===== src/rtl/cdb_broadcast_unit.sv =====
// Common Data Bus writer: per-source result FIFOs, round-robin arbitration and a
// registered single-result-per-cycle broadcast to the register status table and stations.
module cdb_broadcast_unit #(
  parameter int unsigned       DATA_W    = 16,
  parameter int unsigned       TAG_W     = 4,
  parameter int unsigned       DEPTH     = 2,
  parameter logic [DATA_W-1:0] IDLE_DATA = 16'hFFF0
) (
  input  logic                  Clock,
  input  logic                  Reset,
  input  logic                  Flush,
  input  logic [2:0]            Req_Valid,
  input  logic [3*TAG_W-1:0]    Req_Tag,
  input  logic [3*DATA_W-1:0]   Req_Data,
  output logic [2:0]            Req_Ready,
  output logic                  CDB_Valid,
  output logic [TAG_W-1:0]      CDB_Tag,
  output logic [DATA_W-1:0]     CDB_Data,
  output logic [1:0]            CDB_Src
);

  localparam int unsigned PW = (DEPTH > 1) ? $clog2(DEPTH) : 1;
  localparam int unsigned CW = $clog2(DEPTH + 1);
  localparam logic [PW-1:0] LastPtr = PW'(DEPTH - 1);
  localparam logic [CW-1:0] FullCnt = CW'(DEPTH);

  logic [TAG_W-1:0]  r_tag    [3][DEPTH];
  logic [DATA_W-1:0] r_data   [3][DEPTH];
  logic [PW-1:0]     r_rd_ptr [3];
  logic [PW-1:0]     r_wr_ptr [3];
  logic [CW-1:0]     r_count  [3];
  logic [1:0]        r_rr;

  logic              r_cdb_valid;
  logic [TAG_W-1:0]  r_cdb_tag;
  logic [DATA_W-1:0] r_cdb_data;
  logic [1:0]        r_cdb_src;

  logic [2:0]        w_cand;
  logic [2:0]        w_push;
  logic [2:0]        w_store;
  logic [2:0]        w_pop;
  logic [1:0]        w_order [3];
  logic              w_grant;
  logic [1:0]        w_gidx;
  logic [TAG_W-1:0]  w_sel_tag;
  logic [DATA_W-1:0] w_sel_data;

  function automatic logic [PW-1:0] ptr_inc(input logic [PW-1:0] p);
    return (p == LastPtr) ? '0 : p + 1'b1;
  endfunction

  function automatic logic [1:0] mod3_inc(input logic [1:0] v);
    return (v == 2'd2) ? 2'd0 : v + 2'd1;
  endfunction

  // Ready is taken from registered counts only, so a same-edge pop never frees a slot early.
  always_comb begin
    for (int i = 0; i < 3; i++) begin
      Req_Ready[i] = (r_count[i] < FullCnt);
      w_cand[i]    = (r_count[i] != '0);
      w_push[i]    = Req_Valid[i] & Req_Ready[i];
      w_store[i]   = w_push[i] & (Req_Tag[i*TAG_W +: TAG_W] != '0);
    end
  end

  always_comb begin
    w_order[0] = r_rr;
    w_order[1] = mod3_inc(r_rr);
    w_order[2] = mod3_inc(w_order[1]);
    w_grant    = 1'b0;
    w_gidx     = 2'd0;
    // Scan lowest priority first so the highest-priority candidate overwrites.
    for (int k = 2; k >= 0; k--) begin
      if (w_cand[w_order[k]]) begin
        w_grant = 1'b1;
        w_gidx  = w_order[k];
      end
    end
  end

  always_comb begin
    w_pop      = '0;
    w_sel_tag  = '0;
    w_sel_data = '0;
    for (int i = 0; i < 3; i++) begin
      if (w_grant && (w_gidx == 2'(i))) begin
        w_pop[i]   = 1'b1;
        w_sel_tag  = r_tag[i][r_rd_ptr[i]];
        w_sel_data = r_data[i][r_rd_ptr[i]];
      end
    end
  end

  always_ff @(posedge Clock or posedge Reset) begin
    if (Reset) begin
      for (int i = 0; i < 3; i++) begin
        r_rd_ptr[i] <= '0;
        r_wr_ptr[i] <= '0;
        r_count[i]  <= '0;
        for (int j = 0; j < DEPTH; j++) begin
          r_tag[i][j]  <= '0;
          r_data[i][j] <= '0;
        end
      end
      r_rr        <= 2'd0;
      r_cdb_valid <= 1'b0;
      r_cdb_tag   <= '0;
      r_cdb_data  <= IDLE_DATA;
      r_cdb_src   <= 2'd0;
    end else if (Flush) begin
      for (int i = 0; i < 3; i++) begin
        r_rd_ptr[i] <= '0;
        r_wr_ptr[i] <= '0;
        r_count[i]  <= '0;
      end
      r_rr        <= 2'd0;
      r_cdb_valid <= 1'b0;
      r_cdb_tag   <= '0;
      r_cdb_data  <= IDLE_DATA;
      r_cdb_src   <= 2'd0;
    end else begin
      for (int i = 0; i < 3; i++) begin
        if (w_store[i]) begin
          r_tag[i][r_wr_ptr[i]]  <= Req_Tag[i*TAG_W +: TAG_W];
          r_data[i][r_wr_ptr[i]] <= Req_Data[i*DATA_W +: DATA_W];
          r_wr_ptr[i]            <= ptr_inc(r_wr_ptr[i]);
        end
        if (w_pop[i]) begin
          r_rd_ptr[i] <= ptr_inc(r_rd_ptr[i]);
        end
        if (w_store[i] && !w_pop[i]) begin
          r_count[i] <= r_count[i] + 1'b1;
        end else if (!w_store[i] && w_pop[i]) begin
          r_count[i] <= r_count[i] - 1'b1;
        end
      end
      if (w_grant) begin
        r_cdb_valid <= 1'b1;
        r_cdb_tag   <= w_sel_tag;
        r_cdb_data  <= w_sel_data;
        r_cdb_src   <= w_gidx;
        r_rr        <= mod3_inc(w_gidx);
      end else begin
        r_cdb_valid <= 1'b0;
        r_cdb_tag   <= '0;
        r_cdb_data  <= IDLE_DATA;
        r_cdb_src   <= 2'd0;
      end
    end
  end

  assign CDB_Valid = r_cdb_valid;
  assign CDB_Tag   = r_cdb_tag;
  assign CDB_Data  = r_cdb_data;
  assign CDB_Src   = r_cdb_src;

endmodule


===== config.mk =====
export PLATFORM = sky130hd
export DESIGN_NAME = cdb_broadcast_unit
export DESIGN_NICKNAME = d
export VERILOG_FILES = /design/src/rtl/cdb_broadcast_unit.sv
export SDC_FILE = /design/constraint.sdc
export NUM_CORES = 1
export LEC_CHECK = 0
export CAP_MARGIN = 20
export CORE_MARGIN = 2
export CORE_UTILIZATION = 45
export DETAILED_ROUTE_END_ITERATION = 12
export GPL_TIMING_DRIVEN = 0
export PLACE_DENSITY = 0.67
export RECOVER_POWER = 50
export SLEW_MARGIN = 10
export SYNTH_ARGS = -nofsm -noshare
export SYNTH_HDL_FRONTEND = slang
export SYNTH_SLANG_ARGS = --single-unit

===== constraint.sdc =====
create_clock -name Clock -period 7.89 [get_ports Clock]
set_input_delay 0.789 -clock Clock [delete_from_list [all_inputs] [get_ports Clock]]
set_output_delay 0.789 -clock Clock [all_outputs]
set_load 0.05 [all_outputs]

==> impl_results.md <==
* Die area at 17000 um^2
* Worst Clk Skew at 0.00435 ns
* Avg WL per Cell at 18.4 um
* Most area-consuming cells after synthesis: dfrtp_1, mux2_2, mux2_4, dfstp_2, mux2i_1
* Share of layout cells above drive strength 1 at 35.7%
* Psw at 1200 uW
* Resized cells post-CTS at 0
* Post-DRT Antenna Nets at 0
* P per Cell Area at 399 nW/um^2
* Net Count, Synth at 564
* HPWL Detailed at 10900 um
* Chip Width at 130 um
* Worst slew pin tran at 3.48 ns
* Longest Clk Path Bufs at 2
* Sw frac at 33.7%
* Worst-Skew Late Latency at 0.42 ns
* Hold path depth at 1
* Port Buffers at 91
* HP Class: reg -> reg
* Internal Pwr Total at 2370 uW
* F_max at 0.294 GHz
* CP required at 7.83 ns
* Final RePlAce weighted congestion at 0.787
* Maximum VDD drop at 0.205 mV
* Clock power frac at 22.3%
* Final setup margin at 4.49 ns
* Yosys warns at 0
* CP max FO at 78
* Vias in the first global route at 4515
* Lkg Pwr at 0.00367 uW
* CTS buffer count at 17
* DR vias/cell at 5.06
* Reg2reg end: CDB_Tag[2]$_DFF_PP0_
* Post-synthesis instance total at 498
* Sequential share of the synthesized area at 54.9%
* Worst Hold Launch: r_data[68]$_DFFE_PP0P_
* Crit path from: Reset
* Asr flop ratio synth at 100%
* Slew Viols, Final at 78
* Final setup viols at 0
* Fin crit share at 43.1%
* Post-place setup slack at 4.84 ns
* Worst path cell trace: dlygate4sd3_1, clkinvlp_2
* Via count at 4242
* Final Util at 57.1%
* Initial Util at 45.7%
* Crit-path max cell delay at 1.97 ns
* Hold endpoint: r_data[68]$_DFFE_PP0P_
* Crit path DAT at 3.34 ns
* Main synth FF type: dfrtp_1
* Setup repair bufs after CTS at 0
* Worst reg2reg path depth at 6
* Antenna violations before repair at 0
* Final Hold Fails at 0
* #FFs+latches synth at 157
* Synth area leader: dfrtp_1
* Fillers at 1247
* Hold Buf Count CTS at 0
* Outcome: finished, violations left
* N_diodes at 0
* Total Wirelength at 15400 um
* Root Driver: clkbuf_16
* Netlist Area Pre-Place at 7180 um^2
* P&R area growth vs syn at 24.8%
* Core ar. at 15700 um^2
* # H-tree levels at 4
* Reg power frac at 38.4%
* DRC violations left at 0
* Critical path startpoint category: primary input
* Die Height at 130 um
* R2R Path Start: r_count[0]$_DFFE_PP0P_
* GRT Util Overall at 19.4%
* GR Overflow Total at 0
* Largest net degree at the start of global routing at 81
* # nets final at 675
* Failing checks: max-capacitance violations, max-slew violations
* Max-cap violations at 1
* RSZ-0062 raised after global routing: false
* Yosys top cell area share at 50.5%
* Layout Cells excl Fill at 838
* Placed Cells at 806
* CP delay by family, top: buffers and inverters
* Clk slew on worst S/H paths at 0.06 ns
* Slew HR at -133%
* Final min period at 3.40 ns
* Combinational Power Share at 39.3%
* DRT Pass-1 Iters at 4
* Number of synthesized flops with an enable pin at 0
* Syn_area_per_cell at 14.4 um^2
* Total power at 3570 uW
* Drt initial violations at 221
* CP max stage cell: clkinvlp_2
* CTS tree: done
* Worst setup EP type: asynchronous set/reset pin
* Distinct cells, synth at 36
* Reg-to-reg slack, setup at 5.59 ns
* Num Clock Sinks at 157
* Crit path buffers/inverters at 2
* First-pass GRT wire length at 24800 um
* Core Rows at 46
* Worst setup path class: in -> async
* Setup TNS at 0 ns
* I/O pins at 92
-- power by group through the flow --
stage	Sequential [uW]	Clock [uW]	Combinational, uW
finish	1370	798	1400
global route	1420	843	1520
CTS	1380	809	1420
detailed placement	1380	0	1410
global placement	1360	0	1390
floorplan	1500	0	890
-- worst max-delay path by stage --
| stage | end | cells after the start |
|---|---|---|
| 4_1_cts | r_data[85]$_DFFE_PP0P_ | 6 |
| 3_5_place_dp | r_tag[20]$_DFFE_PP0P_ | 6 |
| 3_3_place_gp | r_data[0]$_DFFE_PP0P_ | 2 |
| 5_1_grt | r_data[68]$_DFFE_PP0P_ | 2 |
| 6_report | r_data[85]$_DFFE_PP0P_ | 2 |
| 2_1_floorplan | CDB_Data[0]$_DFF_PP0_ | 1 |
-- final cells by class --
type                    instances  area, um^2  area share, %
plain buffers                  32         235           2.62
clock buffers                  21         460           5.14
clock inverters                11         118           1.31
inverters                       7        27.5          0.307
multi-input cells             302        2970           33.1
flip-flops and latches        157        3940           44.0
well taps                     216         270           3.01
repair buffers                 92         938           10.5
-- synthesized netlist by cell type (8+ instances only) --
library cell  instances
a32oi_1              12
mux2i_1              22
xnor2_1              11
nand2_1              29
clkbuf_1             12
mux2_4               54
dfrtp_1             145
buf_2                 8
nor2_1               17
mux2_2              104
a211oi_1              9
dfstp_2              12
-- flip-flops by register name, summed over array words and instances (netlist names) --
signal and count:
CDB_Data 16, CDB_Src 2, CDB_Tag 4, CDB_Valid 1, r_count 6, r_data 96, r_rd_ptr 3, r_rr 2
r_tag 24, r_wr_ptr 3
-- metrics by stage --
stage          hold WS, ns  area (um^2)
6_report             0.501         8960
5_1_grt              0.519         8960
4_1_cts              0.504         8980
3_5_place_dp         0.488         8400
3_3_place_gp         0.483         8360
2_1_floorplan        0.475         7180
-- placed cells by master (no fill, tap or decap), drive strengths merged, types with 2 or more instances in the layout --
cell / n
o21ai: 3
inv: 6
mux2: 158
nor3b: 3
a21oi: 7
clkbuf: 37
bufinv: 2
o22ai: 2
dfrtp: 145
clkdlybuf4s50: 88
dfstp: 12
buf: 17
mux2i: 22
and3: 3
or4: 3
a32oi: 12
dlygate4sd3: 3
nand3: 2
nor2: 17
and3b: 2
xnor2: 11
a221oi: 7
nand2: 29
clkinvlp: 6
a211oi: 9
or2: 2
nor3: 2
clkinv: 4
-- layer usage --
metal	up-vias	part of all wire, %	global-route usage [%]
met2	73	48	30.8
met1	2145	47	27.1
li1	2003	-	-
met3	21	3.1	3.44
met5	-	0	0
met4	0	1.8	6.82
-- kinds of logic after synthesis --
family / after synthesis / synth area share (%)
DFF: 157 / 54.9
xor gates and xnor gates: 12 / 1.46
AOI/OAI and AO/OA: 45 / 4.67
buffers and inverters: 39 / 3.71
and+or+nand+nor: 65 / 4.58
muxes: 180 / 30.7
Note: power is estimated with default switching activity, not from simulation.
==> variant (config.mk and constraints unchanged) <==
Reset style: synchronous (`Reset`), changed in one clocked block.
--- a/src/rtl/cdb_broadcast_unit.sv
+++ b/src/rtl/cdb_broadcast_unit.sv
@@ -92,7 +92,7 @@
     end
   end
 
-  always_ff @(posedge Clock or posedge Reset) begin
+  always_ff @(posedge Clock) begin
     if (Reset) begin
       for (int i = 0; i < 3; i++) begin
         r_rd_ptr[i] <= '0;
Function: differs if Reset is asserted again (counterexample within 4 cycles, from zero or initial values and one cycle with Reset high); with Reset held inactive, the same outputs for 4 cycles.
==> variant against the unedited design <==
Sequential cell count unchanged; power decreased by 26%; cell area decreased by 4.7%; sequential power decreased by 23%; setup slack improved by 0.43 ns; synthesized area decreased by 4.4%; synthesized cell count increased by 4.6%; routed wire length increased by 2.7%.
==> variant: results (changes against the unedited design) <==
* Crit-path max FO at 20 (was 78)
* Initial antenna violation count at 1 (was 0)
* CP max-delay cell: dlygate4sd3_1 (was clkinvlp_2)
* HPWL after DPL at 11,500 um (was 10,900 um)
* Largest delay share family, worst path: simple AND/OR/NAND/NOR gates (was buffers and inverters)
* Final nets at 698 (was 675)
* Initial DRC Count at 349 (was 221)
* WL final at 15,900 um (was 15,400 um)
* Commonest cells post-synth: 132 x edfxtp_1, 120 x and2_1, 32 x mux2_2, 30 x clkbuf_1, 27 x nor2_1 (was 145 x dfrtp_1, 104 x mux2_2, 54 x mux2_4, 29 x nand2_1, 22 x mux2i_1)
* Vias per cell at 5.29 (was 5.06)
* Seq/Total Area, Yosys at 65.0% (was 54.9%)
* Leakage at 3.09 nW (was 3.67 nW)
* Largest net degree at the start of global routing at 21 (was 81)
* Top FF cell, synth: edfxtp_1 (was dfrtp_1)
* Clock Skew at 0.0153 ns (was 0.00435 ns)
* Share of cells above drive strength 1 at 11.3% (was 35.7%)
* Worst Path Arrival at 3.07 ns (was 3.34 ns)
* P_int at 1.74 mW (was 2.37 mW)
* Status: finished, final reports clean (was finished, violations left)
* Syn Nets at 588 (was 564)
* CP max stage delay at 0.59 ns (was 1.97 ns)
* Post-synth EDFFs at 132 (was 0)
* Slew margin rel. at 36.2% (was -133%)
* Final Wtd Congestion at 0.760 (was 0.787)
* Leading post-synthesis cells by cell area: edfxtp_1 58%, and2_1 11%, dfxtp_1 7.3% (was dfrtp_1 51%, mux2_2 16%, mux2_4 11%)
* First-pass GRT wire length at 24,400 um (was 24,800 um)
* Async set-reset flop share out of synthesis at 0% (was 100%)
* Peak supply drop at 0.000172 V (was 0.000205 V)
* Gr usage total at 20.4% (was 19.4%)
* Synth cell types at 43 (was 36)
* Vias in the first global route at 4,545 (was 4,515)
* Filler cells at 1,229 (was 1,247)
-- variant: changes by cell type after synthesis, sizes merged, moves of 18 or more --
cell / before / now
nand2: 29 / 9
mux2: 158 / 32
and2: 1 / 120
dfrtp: 145 / 0
dfxtp: 0 / 25
edfxtp: 0 / 132
buf: 20 / 2
clkbuf: 12 / 30
-- variant: power by group through the flow --
stage	logic, mW	registers [mW]	clock network (mW)
CTS	0.845	1.06	0.763
finish	0.819	1.06	0.754
detailed placement	0.842	1.08	0
floorplan	0.436	1.18	0
global route	0.883	1.07	0.797
global placement	0.830	1.07	0
-- variant: kinds of logic after synthesis --
| family | Yosys count | share of synthesized area, % |
|---|---|---|
| fa+ha+maj | 1 | 0.182 |
| buf+inv | 37 | 2.15 |
| flops | 157 | 65.0 |
| mux | 48 | 7.58 |
| xor+xnor | 5 | 0.638 |
| compound gates | 71 | 7.31 |
| simple gates | 202 | 17.1 |
-- variant: metal layers --
layer	vias to the layer above	track usage (%)	part of all wire (%)
met5	-	0	0
met4	0	7.43	1.7
met3	21	4.69	4.7
met2	113	34.1	50
met1	2161	26.0	43
li1	2110	-	-
-- variant: cell type report --
class	instances	area share, %
clock buffers	25	5.93
inverters	5	0.220
repair buffers	91	10.7
multi-input cells	327	26.3
flip-flops and latches	157	52.3
clock inverters	7	0.454
diodes	1	0.0293
well taps	188	2.75
plain buffers	32	1.41
-- variant: worst paths after layout --
check                startpoint            end  slack, ns  cells after the start
hold / removal    r_data[0][77]   CDB_Data[13]       0.55                      2
setup reg to reg  r_count[2][0]   CDB_Data[15]       5.36                      8
hold reg to reg   r_data[0][77]   CDB_Data[13]       0.55                      2
setup / recovery     Req_Tag[5]  r_data[0][43]       4.92                      6
-- variant: through the flow --
stage | instance area (um2) | worst slack (ns) | std cells | total power [mW] | hold slack [ns]
final | 8540 | 4.92 | 833 | 2.63 | 0.548
after global routing | 8540 | 4.82 | 832 | 2.75 | 0.593
after global placement | 8010 | 4.66 | 800 | 1.90 | 0.524
after CTS | 8560 | 5.13 | 832 | 2.67 | 0.554
after floorplan | 6870 | 5.38 | 521 | 1.62 | 0.499
after detailed placement | 8010 | 4.69 | 800 | 1.92 | 0.533
-- variant: worst min-delay path, cell delays in order (launching register included) --
cell and delay, ns:
edfxtp_1 0.32, a211oi_1 0.07, o21ai_0 0.12
